$ cat src/rtl/spi_slave_if.sv
// Host-side bus of the SPI target: TX holding-buffer handshake plus RX word strobe.
interface spi_slave_if #(
    parameter int DATA_WIDTH = 8
);
    logic [DATA_WIDTH-1:0] tx_data;
    logic                  tx_valid;
    logic                  tx_ready;
    logic [DATA_WIDTH-1:0] rx_data;
    logic                  rx_valid;
    logic                  busy;

    // Host side: queues TX words, consumes RX words.
    modport master (
        output tx_data,
        output tx_valid,
        input  tx_ready,
        input  rx_data,
        input  rx_valid,
        input  busy
    );

    // SPI target side.
    modport slave (
        input  tx_data,
        input  tx_valid,
        output tx_ready,
        output rx_data,
        output rx_valid,
        output busy
    );
endinterface

$ cat src/rtl/spi_slave.sv
// SPI target (peripheral). SPI_CLK, SPI_EN and SPI_MOSI are oversampled in the
// clk domain, so clk must run at least 4x the SPI_CLK frequency. A one-entry TX
// holding buffer lets the host queue the next word while the current one shifts.
// Optional status outputs (tx_underrun, frame_err) exist only when the macro
// SPI_SLAVE_STATUS_EN is defined.
module spi_slave #(
    parameter int                    DATA_WIDTH = 8,
    parameter bit                    CPOL       = 1'b1,
    parameter bit                    CPHA       = 1'b0,
    parameter logic [DATA_WIDTH-1:0] TX_DEFAULT = '0
) (
    input  logic        clk,
    input  logic        rst,
    input  logic        SPI_CLK,
    input  logic        SPI_EN,
    input  logic        SPI_MOSI,
    output logic        SPI_MISO,
`ifdef SPI_SLAVE_STATUS_EN
    output logic        tx_underrun,
    output logic        frame_err,
`endif
    spi_slave_if.slave  bus
);

    localparam int CNT_W = (DATA_WIDTH > 1) ? $clog2(DATA_WIDTH) : 1;
    localparam logic [CNT_W-1:0] LAST_BIT = CNT_W'(DATA_WIDTH - 1);

    typedef enum logic {
        IDLE,
        ACTIVE
    } state_t;

    state_t state_q, state_d;

    // Synchronizers: [0] first stage, [1] synced value, [2] (clock only) previous synced value.
    logic [2:0] sclk_sync;
    logic [1:0] en_sync;
    logic [1:0] mosi_sync;
    logic       en_prev;

    logic                  sclk_s;
    logic                  sclk_d;
    logic                  en_s;
    logic                  mosi_s;
    logic                  en_rise;
    logic                  lead_edge;
    logic                  trail_edge;
    logic                  sample_edge;
    logic                  shift_edge;

    // Datapath state.
    logic [DATA_WIDTH-1:0] rx_shift;
    logic [DATA_WIDTH-1:0] tx_shift;
    logic [CNT_W-1:0]      bit_cnt;
    logic [DATA_WIDTH-1:0] rx_data_q;
    logic                  rx_valid_q;
    logic                  miso_q;

    // TX holding buffer.
    logic [DATA_WIDTH-1:0] tx_buf;
    logic                  buf_full;
    logic                  wr_accept;
    logic [DATA_WIDTH-1:0] load_word;

    // FSM decisions for this cycle.
    logic                  word_start;
    logic                  word_done;
    logic                  abort;
    logic                  do_sample;
    logic                  do_shift;

    assign sclk_s  = sclk_sync[1];
    assign sclk_d  = sclk_sync[2];
    assign en_s    = en_sync[1];
    assign mosi_s  = mosi_sync[1];
    assign en_rise = en_s && !en_prev;

    // Leading edge leaves the idle level CPOL; trailing edge returns to it.
    assign lead_edge   = (sclk_d == CPOL) && (sclk_s != CPOL);
    assign trail_edge  = (sclk_d != CPOL) && (sclk_s == CPOL);
    assign sample_edge = CPHA ? trail_edge : lead_edge;
    assign shift_edge  = CPHA ? lead_edge  : trail_edge;

    assign wr_accept = bus.tx_valid && !buf_full;
    assign load_word = buf_full ? tx_buf : TX_DEFAULT;

    // Double-flop every pin; a third clock stage gives edge detection.
    always_ff @(posedge clk) begin
        // NOTE: sequential state uses <= so every flop samples pre-edge values, independent of statement order.
        if (!rst) begin
            sclk_sync <= {3{CPOL}};
            en_sync   <= '0;
            mosi_sync <= '0;
            en_prev   <= 1'b0;
        end else begin
            sclk_sync <= {sclk_sync[1:0], SPI_CLK};
            en_sync   <= {en_sync[0], SPI_EN};
            mosi_sync <= {mosi_sync[0], SPI_MOSI};
            en_prev   <= en_s;
        end
    end

    // FSM state register.
    always_ff @(posedge clk) begin
        if (!rst) begin
            state_q <= IDLE;
        end else begin
            state_q <= state_d;
        end
    end

    // FSM next state and per-cycle datapath commands.
    always_comb begin
        // NOTE: every output gets a default first so no path through the case leaves one unassigned (no latch).
        state_d    = state_q;
        word_start = 1'b0;
        word_done  = 1'b0;
        abort      = 1'b0;
        do_sample  = 1'b0;
        do_shift   = 1'b0;
        case (state_q)
            IDLE: begin
                if (en_rise) begin
                    state_d    = ACTIVE;
                    word_start = 1'b1;
                end
            end
            ACTIVE: begin
                do_sample = sample_edge;
                word_done = sample_edge && (bit_cnt == LAST_BIT);
                // With CPHA=0 the trailing edge that follows the final sample lands on the
                // freshly loaded word (bit_cnt back at 0) and must not disturb it.
                do_shift  = shift_edge && en_s && (CPHA || (bit_cnt != '0));
                if (!en_s) begin
                    state_d = IDLE;
                    abort   = (bit_cnt != '0) && !word_done;
                end else if (word_done) begin
                    word_start = 1'b1;
                end
            end
            default: state_d = IDLE;
        endcase
    end

    // Shift registers, bit counter, MISO and received-word register.
    always_ff @(posedge clk) begin
        if (!rst) begin
            rx_shift   <= '0;
            tx_shift   <= '0;
            bit_cnt    <= '0;
            rx_data_q  <= '0;
            rx_valid_q <= 1'b0;
            miso_q     <= 1'b0;
        end else begin
            rx_valid_q <= word_done;
            if (word_done) begin
                rx_data_q <= {rx_shift[DATA_WIDTH-2:0], mosi_s};
            end

            if (do_sample) begin
                rx_shift <= {rx_shift[DATA_WIDTH-2:0], mosi_s};
                bit_cnt  <= word_done ? '0 : bit_cnt + CNT_W'(1);
            end

            if (word_start) begin
                tx_shift <= load_word;
                bit_cnt  <= '0;
                // CPHA=0 presents the MSB before the first sample; CPHA=1 waits for the leading edge.
                if (!CPHA) begin
                    miso_q <= load_word[DATA_WIDTH-1];
                end
            end else if (do_shift) begin
                tx_shift <= {tx_shift[DATA_WIDTH-2:0], 1'b0};
                // CPHA=1 emits the current MSB then shifts; CPHA=0 already shows the MSB, so emit the next bit.
                miso_q   <= CPHA ? tx_shift[DATA_WIDTH-1] : tx_shift[DATA_WIDTH-2];
            end

            if ((state_q == ACTIVE) && (state_d == IDLE)) begin
                miso_q  <= 1'b0;
                bit_cnt <= '0;
            end
        end
    end

    // TX buffer occupancy: filled by an accepted write, emptied by a word start that uses it.
    always_ff @(posedge clk) begin
        if (!rst) begin
            buf_full <= 1'b0;
        end else if (wr_accept) begin
            buf_full <= 1'b1;
        end else if (word_start && buf_full) begin
            buf_full <= 1'b0;
        end
    end

    // TX buffer payload, qualified by buf_full.
    always_ff @(posedge clk) begin
        // NOTE: storage qualified by a valid flag needs no reset; only the flag is reset.
        if (wr_accept) begin
            tx_buf <= bus.tx_data;
        end
    end

`ifdef SPI_SLAVE_STATUS_EN
    logic tx_underrun_q;
    logic frame_err_q;

    // Status pulses: word started without a queued word, or select dropped mid-word.
    always_ff @(posedge clk) begin
        if (!rst) begin
            tx_underrun_q <= 1'b0;
            frame_err_q   <= 1'b0;
        end else begin
            tx_underrun_q <= word_start && !buf_full;
            frame_err_q   <= abort;
        end
    end

    assign tx_underrun = tx_underrun_q;
    assign frame_err   = frame_err_q;
`endif

    assign SPI_MISO     = miso_q;
    assign bus.tx_ready = !buf_full;
    assign bus.rx_data  = rx_data_q;
    assign bus.rx_valid = rx_valid_q;
    assign bus.busy     = (state_q == ACTIVE);

endmodule
$ cat src/flat_wrapper.sv
// flat-port wrapper written by rule: the top's interface ports become plain ports
module spi_slave_flat 
#(
    parameter int                    DATA_WIDTH = 8,
    parameter bit                    CPOL       = 1'b1,
    parameter bit                    CPHA       = 1'b0,
    parameter logic [DATA_WIDTH-1:0] TX_DEFAULT = '0
)
  (clk, rst, SPI_CLK, SPI_EN, SPI_MOSI, SPI_MISO, bus_tx_data, bus_tx_valid, bus_tx_ready, bus_rx_data, bus_rx_valid, bus_busy);
  spi_slave_if #(.DATA_WIDTH(DATA_WIDTH)) bus_i ();
  input  logic clk;
  input  logic rst;
  input  logic SPI_CLK;
  input  logic SPI_EN;
  input  logic SPI_MOSI;
  output logic SPI_MISO;
  input wire logic [$bits(bus_i.tx_data)-1:0] bus_tx_data;
  input wire logic [$bits(bus_i.tx_valid)-1:0] bus_tx_valid;
  output wire logic [$bits(bus_i.tx_ready)-1:0] bus_tx_ready;
  output wire logic [$bits(bus_i.rx_data)-1:0] bus_rx_data;
  output wire logic [$bits(bus_i.rx_valid)-1:0] bus_rx_valid;
  output wire logic [$bits(bus_i.busy)-1:0] bus_busy;
  assign bus_i.tx_data = bus_tx_data;
  assign bus_i.tx_valid = bus_tx_valid;
  assign bus_tx_ready = bus_i.tx_ready;
  assign bus_rx_data = bus_i.rx_data;
  assign bus_rx_valid = bus_i.rx_valid;
  assign bus_busy = bus_i.busy;
  spi_slave #(.DATA_WIDTH(DATA_WIDTH), .CPOL(CPOL), .CPHA(CPHA), .TX_DEFAULT(TX_DEFAULT)) u_core (.clk(clk), .rst(rst), .SPI_CLK(SPI_CLK), .SPI_EN(SPI_EN), .SPI_MOSI(SPI_MOSI), .SPI_MISO(SPI_MISO), .bus(bus_i));
endmodule
$ cat config.mk
export PLATFORM = sky130hd
export DESIGN_NAME = spi_slave_flat
export DESIGN_NICKNAME = d
export VERILOG_FILES = /design/src/rtl/spi_slave_if.sv /design/src/rtl/spi_slave.sv /design/src/flat_wrapper.sv
export SDC_FILE = /design/constraint.sdc
export NUM_CORES = 1
export LEC_CHECK = 0
export BUFFER_PORTS_ARGS = -buffer_cell sky130_fd_sc_hd__buf_4
export CAP_MARGIN = 20
export CORE_MARGIN = 2
export CORE_UTILIZATION = 54
export CTS_CLUSTER_SIZE = 10
export DETAILED_ROUTE_END_ITERATION = 10
export PLACE_DENSITY = 0.74
export SETUP_SLACK_MARGIN = 0.5
export SYNTH_ARGS = -nofsm -noshare
export SYNTH_HDL_FRONTEND = slang
export SYNTH_SLANG_ARGS = --single-unit
$ cat constraint.sdc
create_clock -name clk -period 2.2 [get_ports clk]
set_input_delay 0.55 -clock clk [delete_from_list [all_inputs] [get_ports clk]]
set_output_delay 0.55 -clock clk [all_outputs]
set_load 0.01 [all_outputs]
Yosys cells after proc, flatten, opt, wreduce, memory -nomap -nowiden. Cells that the tools add are included.

Bits in registers: 45. Latch bits: 0. Bits in writable memories: 0. Memory bits (read-only): 0. Input port bits: 14. Memories: 0.

$add $sub $neg: 1. $mul: 0. Div/mod/pow operators: 0. Magnitude comparators: 0. Eq/ne operators: 1. Shift-type cells: 0. Multiplexer cells: 17. Bitwise operators: 5. Reductions and logical operators: 16.

Operators by type and width (number): 7-bit 2-to-1 mux (2); 1-bit 2-to-1 mux (11); 1-bit logical AND (9); 8-bit 2-to-1 mux (1); 1-bit NOT (5); 1-bit one-hot mux with 2 select lines (2); 2-bit nonzero test (2); 3-bit by 1-bit adder with 3-bit output (second input constant) (1); 3-bit == test (second input constant) (1); 3-bit 2-to-1 mux (1); 3-bit nonzero test (1); 3-bit OR reduction (1); 1-bit logical NOT (2); 2-bit OR reduction (1).

Longest topological paths before layout.
Word-level depth: 9. Mapped depth: 8.

Worst setup path before layout. OpenSTA, ideal clock, no wires.

Kind: register to register. Start point: register u_core.bit_cnt[0]. End point: register u_core.tx_shift[6]. Data arrival time: 1624 ps. Data required time: 2121 ps. Setup slack: 497 ps. Cell stages (with the launch flop): 9. Path buffers: 2. Clock period less this slack: 1703 ps. Cells stage by stage: dfxtp_1 ha_1 ha_1 and4b_1 buf_6 o21ai_4 buf_6 a21oi_2 a211oi_2.

Longest elaborated chain between the ends: 6. Elaborated cells between the ends (all ways): 10. Classes of those cells: 1 x eq/ne; 5 x mux; 4 x reduce/logical.

RTL lines: from (decl) (RTL line spi_slave.sv:54) `logic [CNT_W-1:0] bit_cnt;`; from (signal assigned) (RTL line spi_slave.sv:162) `bit_cnt <= word_done ? '0 : bit_cnt + CNT_W'(1);`; 3-bit == test (RTL line spi_slave.sv:130) `word_done = sample_edge && (bit_cnt == LAST_BIT);`; 1-bit logical AND (RTL line spi_slave.sv:130); 1-bit 2-to-1 mux (RTL line spi_slave.sv:137) `end else if (word_done) begin`; 1-bit 2-to-1 mux (RTL line spi_slave.sv:134) `if (!en_s) begin`; 1-bit one-hot mux with 2 select lines (RTL line spi_slave.sv:121) `case (state_q)`; 7-bit 2-to-1 mux / 2-bit nonzero test (equally long branches); to (signal assigned) (RTL line spi_slave.sv:166) `tx_shift <= load_word;`; to (signal assigned) (RTL line spi_slave.sv:173) `tx_shift <= {tx_shift[DATA_WIDTH-2:0], 1'b0};`; to (decl) (RTL line spi_slave.sv:53) `logic [DATA_WIDTH-1:0] tx_shift;`.

Several ways; a longest one is shown, not always the timed one. A chain may end at the register's enable or synchronous reset.

Final worst setup path.
Start point: register u_core.bit_cnt[0]. End point: register u_core.bit_cnt[1].

Longest elaborated chain between the ends: 6. Elaborated cells between the ends (all ways): 9. Classes of those cells: 1 x add/sub; 1 x eq/ne; 5 x mux; 2 x reduce/logical.

RTL lines (RTL line): 3-bit == test (spi_slave.sv:130); 1-bit logical AND (spi_slave.sv:130); 1-bit 2-to-1 mux (spi_slave.sv:137); 1-bit 2-to-1 mux (spi_slave.sv:134); 1-bit one-hot mux with 2 select lines (spi_slave.sv:121); 3-bit OR reduction (no line).

Several ways; a longest one is shown, not always the timed one.

==> metrics <==
Tcrit/Tclk final 75.7%; CTS tree yes; post-synth net total 181; initial antenna violation count 0; Hold Crit Depth 1; post-synthesis register bit count 45; min-delay worst type primary input to register; Compound-Gate Fraction of Synth Area 14.9%; Total GRT Usage 17.2%; WS Path Type register to register; minimum clock period 1.66 ns; register area share after synthesis 58.6%; clk sinks 45; Die X 59.7 microns; mux contribution to synthesized area 4.18%; crit path buf inv count 1; kind of start point of the critical path register; CP cell instances ha_4, ha_4, and4b_2, o21ai_4, clkbuf_16, nand2b_1, a21oi_1; Max Slew Vio Count 0; nets@finish 215; total core area 3000 sq um; antenna cells 0; vias in the first global route 1037; Die Height 59.7 microns; initial DRC count 46; layout cells sized above 1 28.1%; hold_ws 0.353 ns; skew final 0.00496 ns; slowest CP cell dfxtp_4; Crit path depth 7; Worst Path Max Fanout 4; status completed; ranking of synthesized cells by area dfxtp_1 (44%), edfxtp_1 (14%), nand2_1 (7.6%), a21oi_1 (7.5%), mux2i_1 (4.2%); Area Growth Syn to Fin 25.5%; R2R depth 7; sequential share of power 62.1%; CP Data Required Time 2.50 ns; largest net degree at the start of global routing 24; area share of fa/ha/maj cells after synthesis 2.24%; Worst Setup End Kind register; Post-Route WL 2810 microns; H-tree Lvls 2; I/O Pins 26; final core occ 70.0%; Comb power frac 6.0%; switch share 22.1%; leakage 0.784 nW; wire length per cell 12.1 microns; Slew Limit Headroom 49.8%; CP dominant cell by count ha_4; RSZ-0062 raised after global routing true; Slowest Stage Delay on Critical Path 0.38 ns; die area 3560 sq um; Worst Max-Slew Pin Slew 0.752 ns; post-synth cell types 29; largest family of logic cells by synthesized area simple AND/OR/NAND/NOR gates; syn avg cell area 10.2 sq um; routed vias 1167; crit path DAT 1.96 ns; xor/xnor share of the synthesized area 0%; Max Clock Freq 601 MHz; Remaining DRCs 0; # hold bufs at CTS 0; Initial Util 55.8%; GPL Wtd Cong 0.753; Max Cap Violations 0; Clk pwr share 31.9%; Final Hold Vio Count 0; CTS clock-pin slew for the worst setup and hold paths 0.13 ns; Clock Tree Buf Depth 2; clk_lat worst skew 0.36 ns; switching power 0.000313 W; Max rail drop VDD 0.510 mV; row cnt 20; Yosys top cell by area dfxtp_1; Synthesis Warnings 0; Clock Tree Root clkbuf_4; fillers 224; Pre-antenna DRT Iters 4; post-synthesis simple-gate area fraction 16.1%; drt via density 5.03; Post-Synthesis Cells 164; Overflow after GRT 0; pwr dens 672 nW/um^2; Post-Syn Area 1680 sq um; Internal 0.00110 W; Final Setup Violations 0; Port Buffers 25; global-route wire length before repair 4410 microns; final setup TNS 0 ns; top cell type's share of synthesized area 44.2%; CTS Buf Count 5; CP delay by family, top flip-flops; Final HPWL DP 1850 microns; Antenna Nets Post-Route 0
-- cell usage in the layout (no fill, tap or decap), types with 6 or more instances in the layout --
cell,instances
buf_4,32
nor2_1,6
a21oi_1,25
edfxtp_1,8
dfxtp_1,34
inv_1,6
nand2_1,34
mux2i_1,7
-- power by group through the flow --
stage	Combinational (W)	Sequential [W]	Clock, W
2_1_floorplan	0.0000445	0.000891	0
3_3_place_gp	0.0000662	0.000897	0
3_5_place_dp	0.0000684	0.000897	0
4_1_cts	0.0000730	0.000879	0.000462
5_1_grt	0.0000946	0.000881	0.000502
6_report	0.0000848	0.000878	0.000450
-- final timing paths --
kind                  startpoint                  end  slack, ns
min               bus_tx_data[0]     u_core.tx_buf[0]       0.35
max            u_core.bit_cnt[0]    u_core.bit_cnt[1]       0.54
max reg2reg    u_core.bit_cnt[0]    u_core.bit_cnt[1]       0.54
min reg2reg  u_core.sclk_sync[0]  u_core.sclk_sync[1]       0.43
-- through the flow --
| stage | setup slack, ns | total power [W] | std cells | cell area [sq um] |
|---|---|---|---|---|
| 2_1_floorplan | 0.519 | 0.000936 | 164 | 1680 |
| 3_3_place_gp | 0.360 | 0.000963 | 215 | 1870 |
| 3_5_place_dp | 0.220 | 0.000966 | 215 | 1870 |
| 4_1_cts | 0.505 | 0.00141 | 226 | 1980 |
| 5_1_grt | 0.469 | 0.00148 | 232 | 2100 |
| 6_report | 0.536 | 0.00141 | 232 | 2100 |
-- Yosys cell counts --
master,n
nand3b_1,1
a21oi_4,1
nand4b_1,1
o21ai_4,1
mux2i_1,7
dfxtp_1,37
o21a_1,1
nor3_1,1
a211oi_1,5
nand2b_1,4
ha_1,3
a21oi_2,1
nor2_1,6
clkbuf_1,4
buf_2,1
edfxtp_1,8
a211oi_2,2
and2_1,5
and4b_1,1
and3b_1,2
o21ai_0,1
a21boi_0,1
a21oi_1,25
buf_6,2
buf_1,1
nor3b_1,1
nor2b_1,1
inv_1,6
nand2_1,34
-- cell families after synthesis --
kind of cell / Yosys count
AOI/OAI and AO/OA: 38
adders and majority gates: 3
buffers and inverters: 14
DFF: 45
muxes: 7
and+or+nand+nor: 57
-- cell type report --
class                   count  area [sq um]  area share (%)
clock inverters             2          11.3           0.536
multi-input cells         105           667            31.7
well taps                  33          41.3            1.96
clock buffers               6          62.6            2.98
inverters                   6          22.5            1.07
flip-flops and latches     45           987            47.0
repair buffers             35           310            14.8
-- metal layers --
metal	vias to the layer above	GRT usage (%)	routed length, microns
met3	7	6.49	104
met5	-	0	0
li1	621	-	-
met1	519	19.5	1210
met4	0	7.62	51
met2	20	28.7	1440
-- sequential cells by signal, indices dropped and copies added (netlist names) --
| name | flops |
|---|---|
| u_core.SPI_MISO | 1 |
| u_core.sclk_sync | 3 |
| u_core.en_prev | 1 |
| u_core.en_sync | 2 |
| u_core.mosi_sync | 2 |
| u_core.tx_buf | 8 |
| u_core.rx_shift | 7 |
| u_core.bus.rx_data | 8 |
| u_core.bus.rx_valid | 1 |
| u_core.tx_shift | 7 |
| u_core.bit_cnt | 3 |
| u_core.buf_full | 1 |
| u_core.bus.busy | 1 |
-- timing repair --
item	4_1_cts	5_1_grt
gates resized for setup	3	9
buffers inserted	3	4
gates cloned	0	2
pin swaps	4	5
endpoints found under the setup margin	12	8
No activity file was read; power rests on OpenSTA's default activity.
